===== config.mk =====
export PLATFORM = sky130hd
export DESIGN_NAME = ppm_freq_estimator_flat
export DESIGN_NICKNAME = d
export VERILOG_FILES = /design/src/rtl/ppm_freq_estimator_pkg.sv /design/src/rtl/ppm_freq_estimator_if.sv /design/src/rtl/ppm_sat_counter.sv /design/src/rtl/ppm_freq_estimator.sv /design/src/flat_wrapper.sv
export SDC_FILE = /design/constraint.sdc
export NUM_CORES = 1
export LEC_CHECK = 0
export ABC_CLOCK_PERIOD_IN_PS = 8500
export BUFFER_PORTS_ARGS = -buffer_cell sky130_fd_sc_hd__buf_4
export CAP_MARGIN = 20
export CORE_MARGIN = 2
export CORE_UTILIZATION = 50
export CTS_CLUSTER_DIAMETER = 40
export DETAILED_ROUTE_END_ITERATION = 6
export PLACE_DENSITY_LB_ADDON = 0.05
export SLEW_MARGIN = 10
export SYNTH_ARGS = -nofsm -noshare
export SYNTH_HDL_FRONTEND = slang
export SYNTH_SLANG_ARGS = --single-unit

===== constraint.sdc =====
create_clock -name clk -period 8.5 [get_ports clk]
set_input_delay 1.7 -clock clk [delete_from_list [all_inputs] [get_ports clk]]
set_output_delay 1.7 -clock clk [all_outputs]
set_load 0.005 [all_outputs]

===== src/rtl/ppm_freq_estimator_pkg.sv =====
// Shared definitions for the PPM preamble frequency estimator.
// Holds the FSM state encoding, a ceiling-log2 helper used to size the
// counters, and the glitch / timeout gap limits derived from the nominal
// symbol length.
package ppm_freq_estimator_pkg;

   typedef enum logic [1:0] {
      ST_IDLE    = 2'b00,
      ST_SCAN    = 2'b01,
      ST_MEASURE = 2'b10,
      ST_LOCKED  = 2'b11
   } state_t;

   function automatic int ceil_log2(input int value);
      int r;
      r = 0;
      for (int i = 0; i < 31; i++) begin
         if ((1 << i) < value) r = i + 1;
      end
      return r;
   endfunction

   // Shortest spacing accepted as a real pulse; anything closer is a glitch.
   function automatic int min_gap(input int symbol_chips);
      return symbol_chips / 2;
   endfunction

   // Counter value at which a missing pulse is declared.
   function automatic int max_gap(input int symbol_chips);
      return 4 * symbol_chips - 1;
   endfunction

endpackage


===== src/rtl/ppm_freq_estimator_if.sv =====
// Signal bundle between the estimator and its user.
//   enable, din, pulse_threshold : run control and chip sample (into estimator)
//   pulse_detected, freq_err, err_valid, locked, timeout, glitch_count :
//                                  status back from the estimator
// master = user side, slave = estimator side.
interface ppm_freq_estimator_if #(
   parameter int CHIP_BITS = 1,
   parameter int ERR_W     = 10
);
   logic                    enable;
   logic [CHIP_BITS-1:0]    din;
   logic [CHIP_BITS-1:0]    pulse_threshold;
   logic                    pulse_detected;
   logic signed [ERR_W-1:0] freq_err;
   logic                    err_valid;
   logic                    locked;
   logic                    timeout;
   logic [7:0]              glitch_count;

   modport master (
      output enable, din, pulse_threshold,
      input  pulse_detected, freq_err, err_valid, locked, timeout, glitch_count
   );

   modport slave (
      input  enable, din, pulse_threshold,
      output pulse_detected, freq_err, err_valid, locked, timeout, glitch_count
   );
endinterface


===== src/rtl/ppm_sat_counter.sv =====
// Up-counter with synchronous clear that sticks at all-ones.
//   clk, reset : clock and synchronous active-high reset
//   clr        : clear to zero (wins over inc)
//   inc        : advance by one unless already saturated
//   count      : current value
module ppm_sat_counter #(
   parameter int WIDTH = 8
) (
   input  logic             clk,
   input  logic             reset,
   input  logic             clr,
   input  logic             inc,
   output logic [WIDTH-1:0] count
);

   always_ff @(posedge clk) begin
      if (reset || clr) begin
         count <= '0;
      end else if (inc && (count != '1)) begin
         count <= count + 1'b1;
      end
   end

endmodule


===== src/rtl/ppm_freq_estimator.sv =====
// Preamble frequency estimator for the PPM CDR path.
// Times the spacing between preamble pulses, sums 2^AVG_LOG2 intervals per
// window and reports the window sum minus the nominal sum as a signed error.
// Glitch pulses (too close) are counted and ignored; a missing pulse times
// out back to SCAN; LOCK_WINDOWS consecutive in-tolerance windows lock.
//
// Ports:
//   clk, reset : clock (one chip per cycle), synchronous active-high reset
//   bus        : ppm_freq_estimator_if.slave (enable/din/threshold in,
//                pulse/error/lock/timeout/glitch status out)
// Build option PPM_FREQ_SC_EN adds scan-chain debug outputs that mirror the
// internal state, interval counter, accumulator, window and good counters.
//
// state   | meaning
// IDLE    | estimator disabled
// SCAN    | waiting for first reference pulse
// MEASURE | timing intervals, not locked
// LOCKED  | timing intervals, frequency within tolerance
module ppm_freq_estimator
   import ppm_freq_estimator_pkg::*;
#(
   parameter int CHIP_BITS    = 1,
   parameter int SYMBOL_CHIPS = 16,
   parameter int AVG_LOG2     = 2,
   parameter int LOCK_TOL     = 2,
   parameter int LOCK_WINDOWS = 2,
   localparam int CW    = ceil_log2(SYMBOL_CHIPS),
   localparam int CNT_W = CW + 2,
   localparam int AW    = CW + 3 + AVG_LOG2,
   localparam int EW    = CW + 4 + AVG_LOG2,
   localparam int GW    = ceil_log2(LOCK_WINDOWS + 1)
) (
   input  logic                 clk,
   input  logic                 reset,
   ppm_freq_estimator_if.slave  bus
`ifdef PPM_FREQ_SC_EN
   ,
   output logic [1:0]           FREQ_state_SC,
   output logic [CNT_W-1:0]     FREQ_interval_count_SC,
   output logic [AW-1:0]        FREQ_acc_SC,
   output logic [AVG_LOG2-1:0]  FREQ_window_count_SC,
   output logic [GW-1:0]        FREQ_good_count_SC
`endif
);

   localparam int IW     = CW + 3;   // holds an interval of up to 4*SYMBOL_CHIPS
   localparam int NOM    = SYMBOL_CHIPS << AVG_LOG2;
   localparam int WINDOW = 1 << AVG_LOG2;

   state_t                  state_q, state_d;
   logic [CNT_W-1:0]        cnt;
   logic [AW-1:0]           acc;
   logic [AVG_LOG2-1:0]     win_cnt;
   logic [GW-1:0]           good_cnt;
   logic signed [EW-1:0]    freq_err_q;
   logic                    err_valid_q, locked_q, timeout_q;

   logic                    pulse;
   logic [IW-1:0]           interval;
   logic [AW-1:0]           acc_sum;
   logic signed [EW-1:0]    err_calc, err_abs;
   logic                    in_tol, win_done;
   logic                    accept, glitch, cnt_clr, cnt_inc, timed_out;

   assign pulse    = bus.enable && (bus.din >= bus.pulse_threshold);
   assign interval = IW'(cnt) + IW'(1);
   assign acc_sum  = acc + AW'(interval);
   // acc_sum is unsigned and narrower than EW, so zero-extension keeps it positive.
   assign err_calc = $signed(EW'(acc_sum)) - $signed(EW'(NOM));
   assign err_abs  = err_calc[EW-1] ? -err_calc : err_calc;
   assign in_tol   = (err_abs <= $signed(EW'(LOCK_TOL)));
   assign win_done = accept && (win_cnt == AVG_LOG2'(WINDOW - 1));

   always_ff @(posedge clk) begin
      if (reset) state_q <= ST_IDLE;
      else       state_q <= state_d;
   end

   always_comb begin
      state_d   = state_q;
      accept    = 1'b0;
      glitch    = 1'b0;
      cnt_clr   = 1'b0;
      cnt_inc   = 1'b0;
      timed_out = 1'b0;
      if (!bus.enable) begin
         state_d = ST_IDLE;
         cnt_clr = 1'b1;
      end else begin
         unique case (state_q)
            ST_IDLE: state_d = ST_SCAN;
            ST_SCAN: begin
               if (pulse) begin
                  state_d = ST_MEASURE;
                  cnt_clr = 1'b1;
               end
            end
            ST_MEASURE, ST_LOCKED: begin
               if (pulse) begin
                  if (interval < IW'(min_gap(SYMBOL_CHIPS))) begin
                     // glitch: keep timing from the last real pulse
                     glitch  = 1'b1;
                     cnt_inc = 1'b1;
                  end else begin
                     accept  = 1'b1;
                     cnt_clr = 1'b1;
                     if (win_cnt == AVG_LOG2'(WINDOW - 1)) begin
                        if (in_tol) begin
                           if ((state_q == ST_MEASURE) &&
                               (int'(good_cnt) + 1 >= LOCK_WINDOWS))
                              state_d = ST_LOCKED;
                        end else begin
                           state_d = ST_MEASURE;
                        end
                     end
                  end
               end else if (cnt == CNT_W'(max_gap(SYMBOL_CHIPS))) begin
                  timed_out = 1'b1;
                  cnt_clr   = 1'b1;
                  state_d   = ST_SCAN;
               end else begin
                  cnt_inc = 1'b1;
               end
            end
            default: state_d = ST_IDLE;
         endcase
      end
   end

   always_ff @(posedge clk) begin
      if (reset) begin
         acc         <= '0;
         win_cnt     <= '0;
         good_cnt    <= '0;
         freq_err_q  <= '0;
         err_valid_q <= 1'b0;
         locked_q    <= 1'b0;
         timeout_q   <= 1'b0;
      end else begin
         err_valid_q <= win_done;
         timeout_q   <= timed_out;
         locked_q    <= (state_d == ST_LOCKED);
         if (!bus.enable || timed_out) begin
            acc      <= '0;
            win_cnt  <= '0;
            good_cnt <= '0;
         end else if (accept) begin
            if (win_done) begin
               acc        <= '0;
               win_cnt    <= '0;
               freq_err_q <= err_calc;
               if (!in_tol)
                  good_cnt <= '0;
               else if (int'(good_cnt) < LOCK_WINDOWS)
                  good_cnt <= good_cnt + 1'b1;
            end else begin
               acc     <= acc_sum;
               win_cnt <= win_cnt + 1'b1;
            end
         end
      end
   end

   ppm_sat_counter #(.WIDTH(CNT_W)) u_interval_cnt (
      .clk   (clk),
      .reset (reset),
      .clr   (cnt_clr),
      .inc   (cnt_inc),
      .count (cnt)
   );

   ppm_sat_counter #(.WIDTH(8)) u_glitch_cnt (
      .clk   (clk),
      .reset (reset),
      .clr   (1'b0),
      .inc   (glitch),
      .count (bus.glitch_count)
   );

   assign bus.pulse_detected = pulse;
   assign bus.freq_err       = freq_err_q;
   assign bus.err_valid      = err_valid_q;
   assign bus.locked         = locked_q;
   assign bus.timeout        = timeout_q;

`ifdef PPM_FREQ_SC_EN
   assign FREQ_state_SC          = state_q;
   assign FREQ_interval_count_SC = cnt;
   assign FREQ_acc_SC            = acc;
   assign FREQ_window_count_SC   = win_cnt;
   assign FREQ_good_count_SC     = good_cnt;
`endif

endmodule


===== src/flat_wrapper.sv =====
// flat-port wrapper written by rule: the top's interface ports become plain ports
module ppm_freq_estimator_flat import ppm_freq_estimator_pkg::*;
#(
   parameter int CHIP_BITS    = 1,
   parameter int SYMBOL_CHIPS = 16,
   parameter int AVG_LOG2     = 2,
   parameter int LOCK_TOL     = 2,
   parameter int LOCK_WINDOWS = 2,
   localparam int CW    = ceil_log2(SYMBOL_CHIPS),
   localparam int CNT_W = CW + 2,
   localparam int AW    = CW + 3 + AVG_LOG2,
   localparam int EW    = CW + 4 + AVG_LOG2,
   localparam int GW    = ceil_log2(LOCK_WINDOWS + 1)
)
  (clk, reset, bus_enable, bus_din, bus_pulse_threshold, bus_pulse_detected, bus_freq_err, bus_err_valid, bus_locked, bus_timeout, bus_glitch_count);
  ppm_freq_estimator_if #(.CHIP_BITS(CHIP_BITS), .ERR_W((4 + 4 + (2)))) bus_i ();
  input  logic clk;
  input  logic reset;
  input wire logic [$bits(bus_i.enable)-1:0] bus_enable;
  input wire logic [$bits(bus_i.din)-1:0] bus_din;
  input wire logic [$bits(bus_i.pulse_threshold)-1:0] bus_pulse_threshold;
  output wire logic [$bits(bus_i.pulse_detected)-1:0] bus_pulse_detected;
  output wire logic [$bits(bus_i.freq_err)-1:0] bus_freq_err;
  output wire logic [$bits(bus_i.err_valid)-1:0] bus_err_valid;
  output wire logic [$bits(bus_i.locked)-1:0] bus_locked;
  output wire logic [$bits(bus_i.timeout)-1:0] bus_timeout;
  output wire logic [$bits(bus_i.glitch_count)-1:0] bus_glitch_count;
  assign bus_i.enable = bus_enable;
  assign bus_i.din = bus_din;
  assign bus_i.pulse_threshold = bus_pulse_threshold;
  assign bus_pulse_detected = bus_i.pulse_detected;
  assign bus_freq_err = bus_i.freq_err;
  assign bus_err_valid = bus_i.err_valid;
  assign bus_locked = bus_i.locked;
  assign bus_timeout = bus_i.timeout;
  assign bus_glitch_count = bus_i.glitch_count;
  ppm_freq_estimator #(.CHIP_BITS(CHIP_BITS), .SYMBOL_CHIPS(SYMBOL_CHIPS), .AVG_LOG2(AVG_LOG2), .LOCK_TOL(LOCK_TOL), .LOCK_WINDOWS(LOCK_WINDOWS)) u_core (.clk(clk), .reset(reset), .bus(bus_i));
endmodule

Word-level counts from Yosys, hierarchy flattened
Cells that the tools add are included.

storage, ports and cells
  register bits after elaboration = 42
  output and inout bits = 22
  logic and storage cells = 81

cells by class
  equal/unequal tests = 9
  order comparisons = 5
  reduce and logical (&&, ||, !) cells = 13
  multiplexer cells = 34
  bitwise operators = 1
  add/sub/neg operators = 9

operators with widths
  cell                  count
  $ge 32x3->1 const B   1
  $mux 2                11
  $mux 1                19
  $le 10x3->1 const B   1
  $mux 10               1
  $neg 10->10           1
  $sub 9x7->10 const B  1
  $add 9x7->9           1
  $mux 9                1
  $add 8x1->8 const B   1
  $eq 2x2->1 const B    4
  $ne 8x8->1 const B    1
  $add 6x1->7 const B   1
  $lt 7x4->1 const B    1
  $add 6x1->6 const B   1
  $eq 6x6->1 const B    1
  $ne 6x6->1 const B    1
  $pmux 2 s3            1
  $reduce_and 3->1      2
  $logic_and 1x1->1     5
  $add 2x1->2 const B   2
  $reduce_or 2->1       2
  $add 2x1->3 const B   1
  $eq 2x1->1 const B    1
  8 further kinds       9

Depth between registers and ports, before layout
Gate-level depths: netlist of run 1.

  word-level depth = 13
  depth in mapped cells = 14
  mapped depth without buffers = 13

Modules after synthesis
From an unflattened synthesis of run 1, not the netlist that was laid out.

unflattened totals
  cell total of the unflattened synthesis = 320
  area total of the unflattened synthesis = 2593.7 µm²

modules (own cells, without submodules)
  module                                    area each (µm²)  sequential area each (µm²)  times used  cells an instance
  ppm_freq_estimator                        1885.6           560.5                       1           243
  ppm_sat_counter at u_core.u_glitch_cnt    421.7            160.2                       1           48
  ppm_sat_counter at u_core.u_interval_cnt  286.5            120.1                       1           29

Least setup slack after synthesis of run 1
OpenSTA, ideal clock, no wires.

  kind = input to output
  start point = input bus_din
  end point = output bus_pulse_detected
  stages on the path = 3
  path slack = 4706 ps
  arrival = 2094 ps
  data required time = 6800 ps
  cell sequence = nand2b_1 and2_1 clkbuf_1

on the way
  word-level cells in the longest chain between the ends = 2

ends and longest elaborated chain
  what                line                      RTL
  start: declaration  flat_wrapper.sv:20        input wire logic [$bits(bus_i.din)-1:0] bus_din;
  $ge 1x1->1          ppm_freq_estimator.sv:65  assign pulse = bus.enable && (bus.din >= bus.pulse_threshold);
  $logic_and 1x1->1   ppm_freq_estimator.sv:65
  end: declaration    flat_wrapper.sv:22        output wire logic [$bits(bus_i.pulse_detected)-1:0] bus_pulse_detected;

No other way between the ends.

Final worst setup path of run 1
Same ends and word-level chain as after synthesis.

==> results of run 1 <==
==> sequential cells by signal, indices dropped and copies added (netlist names) <==
register,flops
u_core.bus.freq_err,10
u_core.acc,9
u_core.u_glitch_cnt.count,8
u_core.u_interval_cnt.count,6
u_core.good_cnt,2
u_core.state_q,2
u_core.win_cnt,2
u_core.bus.err_valid,1
u_core.bus.locked,1
u_core.bus.timeout,1
==> cell families (layout without fill, tap and decap cells) <==
group,Yosys count,count (layout)
compound gates,63,63
xor+xnor,24,24
fa+ha+maj,14,14
buf+inv,21,43
flops,42,42
mux,3,3
simple gates,122,122
==> Yosys cell counts, types with 2 or more instances <==
| cell | instances | share of area [%] |
|---|---|---|
| buf_2 | 2 | 0.42 |
| o211ai_1 | 3 | 0.95 |
| and3_1 | 4 | 1.1 |
| buf_1 | 3 | 0.48 |
| nor2_1 | 44 | 7.0 |
| nor3b_1 | 3 | 0.95 |
| clkbuf_1 | 5 | 0.79 |
| a211oi_1 | 5 | 1.6 |
| nor3_1 | 15 | 3.2 |
| nand4_1 | 2 | 0.53 |
| o21ai_0 | 3 | 0.63 |
| mux2i_1 | 3 | 1.3 |
| nand2b_1 | 4 | 1.1 |
| nor2b_1 | 4 | 1.1 |
| a21oi_1 | 26 | 5.5 |
| xnor2_1 | 14 | 5.2 |
| o21a_1 | 3 | 0.95 |
| nand2_1 | 26 | 4.1 |
| a211oi_2 | 4 | 2.1 |
| or3_1 | 2 | 0.53 |
| inv_1 | 9 | 1.4 |
| dfxtp_1 | 42 | 36 |
| nand3_1 | 10 | 2.1 |
| xor2_1 | 10 | 3.7 |
| ha_1 | 13 | 6.9 |
| a31oi_1 | 2 | 0.53 |
| o21bai_1 | 2 | 0.63 |
| o21ai_1 | 3 | 0.63 |
==> report_power, final <==
| part | total, W | internal [W] | switching (W) |
|---|---|---|---|
| clock | 0.000156 | 0.0000879 | 0.0000680 |
| combinational | 0.00000855 | 0.00000322 | 0.00000533 |
| sequential | 0.000198 | 0.000197 | 0.000000527 |
==> through the flow <==
stage	cell area, sq um	hold slack (ns)	util (%)
finish	2678	0.4601	57.84
global placement	2571	0.4438	55.54
global route	2678	0.4790	57.84
detailed placement	2571	0.4507	55.54
floorplan	2367	0.4400	-
CTS	2678	0.4616	57.84
==> area by class of cell <==
type,instances,share of cell area (%)
tap,54,2.523
clock inverter,1,1.121
timing repair buffer,26,7.290
multi-input combinational,226,53.55
inverter,9,1.262
sequential,42,31.40
clock buffer,7,2.850
==> worst max-delay path by stage <==
| stage | from | to | cells past startpoint | slack [ns] |
|---|---|---|---|---|
| after floorplan | bus_din | bus_pulse_detected | 3 | 4.71 |
| after global placement | bus_din | bus_pulse_detected | 4 | 4.52 |
| after detailed placement | bus_din | bus_pulse_detected | 4 | 4.51 |
| after CTS | bus_din | bus_pulse_detected | 4 | 4.51 |
| after global routing | bus_din | bus_pulse_detected | 4 | 4.46 |
| final | bus_din | bus_pulse_detected | 4 | 4.52 |
==> per-layer routing <==
layer  part of all wire [%]  wire [um]  vias up
met3                    3.5        172        8
met2                     46       2250       36
met4                    1.7         85        0
met5                      0          0        -
li1                       -          -     1054
met1                     49       2388      958
==> worst max-delay path, cell delays in order <==
cell	delay (ns)
buf_4	0.10
nand2b_1	0.13
and2_1	0.20
buf_4	0.15
==> results.sh, run 1 <==
export IMPL_grt_start_max_net_pins=24
export IMPL_grt_util_met2_pct=30.51
export IMPL_postCtsSetupBuffers=0
export IMPL_drive_gt1_share_pct=13.18
export IMPL_synth_edf_count=0
export IMPL_synth_compound_area_share_pct=18.13
export IMPL_core_sq_um=4629
export IMPL_finalSetupViolations=0
export IMPL_grt_overflow=0
export IMPL_ctsResizeCount=0
export IMPL_setup_worst_path_class="input pin to output port"
export IMPL_yosys_register_bits=42
export IMPL_p_leak_nw=1.026
export IMPL_rsz0062_at_grt="false"
export IMPL_mostFrequentLayoutCells="44 x nor2_1, 42 x dfxtp_1, 26 x nand2_1, 26 x a21oi_1, 26 x buf_4"
export IMPL_rows=25
export IMPL_hp_class="register to register"
export IMPL_power_w=0.0003620
export IMPL_grt_usage_pct=19.81
export IMPL_worstMarginPinSlew_ns=0.8231
export IMPL_path_max_fanout=5
export IMPL_cts_buffer_depth=2
export IMPL_io_buffers=26
export IMPL_hold_buffers=0
export IMPL_cts_root_buf="clkbuf_8"
export IMPL_die_x_um=72.81
export IMPL_vias=2056
export IMPL_whs_path_depth=2
export IMPL_powerDensity_nw_per_um2=135.2
export IMPL_use_met3_pct=4.558
export IMPL_synth_simple_area_share_pct=24.58
export IMPL_placedCellCount=357
export IMPL_nFillCells=434
export IMPL_rrSetupSlack_ns=4.90
export IMPL_worstReg2RegEnd="u_core.good_cnt[1]"
export IMPL_wl_mm=4.896
export IMPL_period_share_pct=46.86
export IMPL_min_to="u_core.win_cnt[1]"
export IMPL_synth_avg_cell_area_sq_um=8.191
export IMPL_synth_flop_cell="dfxtp_1"
export IMPL_first_global_vias=1770
export IMPL_multi_input_area_sq_um=1434
export IMPL_synth_area_sq_um=2367
export IMPL_async_flop_share_pct=0
export IMPL_drt_iter0_drc=84
export IMPL_synthXorXnorAreaFrac_pct=8.879
export IMPL_ys_seq_area_share_pct=35.52
export IMPL_globalplace_congestion=0.8261
export IMPL_drv_slew=0
export IMPL_antenna_cells=0
export IMPL_cp_start_kind="input pin"
export IMPL_grt_pass1_wl_mm=8.224
export IMPL_fin_nets=329
export IMPL_cts_buffers=5
export IMPL_die_h_um=72.81
export IMPL_layout_commonest_cell="nor2_1"
export IMPL_clk_pin_slew_ns=0.07
export IMPL_fin_ws_ns=4.517
export IMPL_dpl_hpwl_mm=3.632
export IMPL_syn_inst=289
export IMPL_vias_per_cell=5.633
export IMPL_htree_levels=2
export IMPL_clock_sinks=42
export IMPL_tritoncts="done"
export IMPL_finalSetupTns_ns=0
export IMPL_die_area_sq_um=5301
export IMPL_period_minus_slack_ns=3.983
export IMPL_grt_busiest_layer="met2"
export IMPL_required_ns=6.80
export IMPL_hp_start="u_core.win_cnt[1]"
export IMPL_finalNonFillerCells=365
export IMPL_regArea_sq_um=840.8
export IMPL_synthMuxAreaShare_pct=1.268
export IMPL_status="completed"
export IMPL_antenna_found_initial=0
export IMPL_timing_rr_start="u_core.u_interval_cnt.count[0]"
export IMPL_finalHoldViolations=0
export IMPL_arrival_ns=2.28
export IMPL_fmax_mhz=251.0
export IMPL_clock_latency_ns=0.30
export IMPL_netlist_cell_type_count=51
export IMPL_synth_top_family_by_area="simple AND/OR/NAND/NOR gates"
export IMPL_finalClockSkew_ns=0.005014
export IMPL_endpoint_kind="output port"
export IMPL_reg2reg_depth=12
export IMPL_wire_per_inst_um=13.41
export IMPL_dp_slack_ns=4.514
export IMPL_ys_warn_count=0
export IMPL_met1_usage_pct=27.32
export IMPL_initial_core_util_pct=51.14
export IMPL_area_growth_pct=13.11
export IMPL_antenna_left=0
export IMPL_syn_nets=308
export IMPL_relSlewSlack_pct=44.80
export IMPL_maxCapViolCount=0
export IMPL_max_vdd_ir_drop_v=0.00009099
export IMPL_firstDrtPassIters=4
export IMPL_drc=0
export IMPL_synthAdderAreaFrac_pct=7.717
export IMPL_ios=27
(Power assumes the default switching activity.)
==> run 2, diff against run 1 <==
--- a/config.mk
+++ b/config.mk
@@ -5,7 +5,7 @@
 export SDC_FILE = /design/constraint.sdc
 export NUM_CORES = 1
 export LEC_CHECK = 0
-export ABC_CLOCK_PERIOD_IN_PS = 8500
+export ABC_CLOCK_PERIOD_IN_PS = 3500
 export BUFFER_PORTS_ARGS = -buffer_cell sky130_fd_sc_hd__buf_4
 export CAP_MARGIN = 20
 export CORE_MARGIN = 2
==> constraint.sdc (replaced) <==
create_clock -name clk -period 3.5 [get_ports clk]
set_input_delay 0.7 -clock clk [delete_from_list [all_inputs] [get_ports clk]]
set_output_delay 0.7 -clock clk [all_outputs]
set_load 0.005 [all_outputs]
==> results.sh, run 2 (synthesis gave the netlist of run 1 again) <==
export IMPL_max_vdd_ir_drop_v=0.0001566
export IMPL_timing_rr_start="u_core.u_interval_cnt.count[0]"
export IMPL_arrival_ns=3.51
export IMPL_globalplace_congestion=0.8622
export IMPL_p_leak_nw=1.047
export IMPL_io_buffers=26
export IMPL_first_global_vias=1807
export IMPL_fmax_mhz=303.2
export IMPL_antenna_left=0
export IMPL_fin_area_sq_um=2740
export IMPL_clock_sinks=42
export IMPL_placed_area_sq_um=2601
export IMPL_powerDensity_nw_per_um2=292.5
export IMPL_hp_start="u_core.bus.freq_err[7]"
export IMPL_largest_reg_flops=10
export IMPL_layout_commonest_cell="nor2_1"
export IMPL_setup_worst_path_class="register to register"
export IMPL_htree_levels=2
export IMPL_clk_pin_slew_ns=0.08
export IMPL_whs_path_depth=2
export IMPL_clock_latency_ns=0.30
export IMPL_status="completed"
export IMPL_fin_nets=334
export IMPL_dp_slack_ns=0.07179
export IMPL_worstMarginPinSlew_ns=0.8106
export IMPL_finalSetupViolations=0
export IMPL_cts_buffer_depth=2
export IMPL_multi_input_area_sq_um=1486
export IMPL_cpPeakStageDelay_ns=0.51
export IMPL_die_x_um=72.81
export IMPL_required_ns=3.72
export IMPL_path_max_fanout=8
export IMPL_firstDrtPassIters=4
export IMPL_hold_buffers=0
export IMPL_worstReg2RegEnd="u_core.good_cnt[1]"
export IMPL_wire_per_inst_um=13.83
export IMPL_wl_mm=5.102
export IMPL_hp_class="register to register"
export IMPL_drc=0
export IMPL_drv_slew=0
export IMPL_area_growth_pct=15.75
export IMPL_endpoint_kind="register"
export IMPL_crit_top_cell="a211oi_4"
export IMPL_cpLargestDelayFamily="simple AND/OR/NAND/NOR gates"
export IMPL_vias=2072
export IMPL_rows=25
export IMPL_grt_overflow=0
export IMPL_dpl_hpwl_mm=3.791
export IMPL_vias_per_cell=5.615
export IMPL_min_to="u_core.bus.freq_err[7]"
export IMPL_grt_pass1_wl_mm=8.514
export IMPL_cts_root_buf="clkbuf_8"
export IMPL_mostFrequentLayoutCells="44 x nor2_1, 42 x dfxtp_1, 31 x buf_4"
export IMPL_reg2reg_depth=10
export IMPL_cts_buffers=5
export IMPL_period_share_pct=94.23
export IMPL_rrSetupSlack_ns=0.20
export IMPL_tritoncts="done"
export IMPL_finalHoldViolations=0
export IMPL_drive_gt1_share_pct=17.14
export IMPL_cp_start_kind="register"
export IMPL_grt_start_max_net_pins=23
export IMPL_grt_usage_pct=20.53
export IMPL_slowest_stage="fa_1"
export IMPL_maxCapViolCount=0
export IMPL_core_sq_um=4629
export IMPL_drt_iter0_drc=119
export IMPL_period_minus_slack_ns=3.298
export IMPL_die_h_um=72.81
export IMPL_regArea_sq_um=840.8
export IMPL_initial_core_util_pct=51.14
export IMPL_antenna_cells=0
export IMPL_finalClockSkew_ns=0.01149
export IMPL_relSlewSlack_pct=45.63
export IMPL_antenna_found_initial=0
export IMPL_ios=27
export IMPL_cp_buffers_inverters=0
export IMPL_fin_ws_ns=0.2020
export IMPL_crit_chain="ha_2 -> fa_1 -> a211oi_4 -> o21a_1 -> a211oi_4 -> or3_4 -> or4b_1 -> o311ai_1 -> nand2_2 -> a211oi_2"
export IMPL_die_area_sq_um=5301
export IMPL_nFillCells=435
-- run 2: worst max path at each step --
stage	start	to	slack [ns]	depth (start not counted)
after floorplan	u_core.u_interval_cnt.count[0]	u_core.good_cnt[1]	0.28	13
after detailed placement	u_core.u_interval_cnt.count[0]	u_core.good_cnt[1]	0.07	12
after global placement	u_core.u_interval_cnt.count[0]	u_core.good_cnt[1]	0.14	12
final	u_core.u_interval_cnt.count[0]	u_core.good_cnt[1]	0.20	10
after global routing	u_core.u_interval_cnt.count[0]	u_core.good_cnt[1]	-0.03	12
after CTS	u_core.u_interval_cnt.count[0]	u_core.good_cnt[1]	0.07	12
-- run 2: worst reg2reg max path: stages (launching register included) --
cell and delay (ns):
dfxtp_1 0.40, ha_2 0.33, fa_1 0.51, a211oi_4 0.33
o21a_1 0.22, a211oi_4 0.07, or3_4 0.39, or4b_1 0.51
o311ai_1 0.12, nand2_2 0.13, a211oi_2 0.22
-- run 2: metrics by stage --
step                      power [W]  TNS (ns)  utilization (%)  hold WS [ns]  instances
after global placement    0.0005126         0            56.19        0.4464        361
final                     0.0008016         0            59.19        0.4551        369
after CTS                 0.0008131         0            57.89        0.4597        368
after global routing      0.0008379  -0.03002            59.19        0.4842        369
after floorplan           0.0005040         0                -        0.4400        289
after detailed placement  0.0005123         0            56.19        0.4483        361
-- run 2: report_power, final --
group / switching [W] / internal [W]
clock: 0.000166 / 0.000134
combinational: 0.0000135 / 0.00000783
sequential: 0.00000121 / 0.000479
-- run 2: timing repair --
action	CTS	global route
endpoints found under the setup margin	0	4
setup buffers	0	1
gates resized for setup	0	10
-- run 2: cell type report --
class,count,share of cell area [%]
Multi-Input combinational cell,226,54.25
Tap cell,54,2.466
Timing Repair Buffer,31,8.493
Clock inverter,2,0.3653
Inverter,9,1.233
Sequential cell,42,30.68
Clock buffer,5,2.511
-- run 2: per-layer routing --
layer  vias to the layer above  global-route usage (%)  routed length, um
li1                       1070                       -                  -
met1                       940                   28.88               2452
met2                        54                   32.12               2302
met3                         8                   3.315                273
met4                         0                   6.790                 73
met5                         -                       0                  0
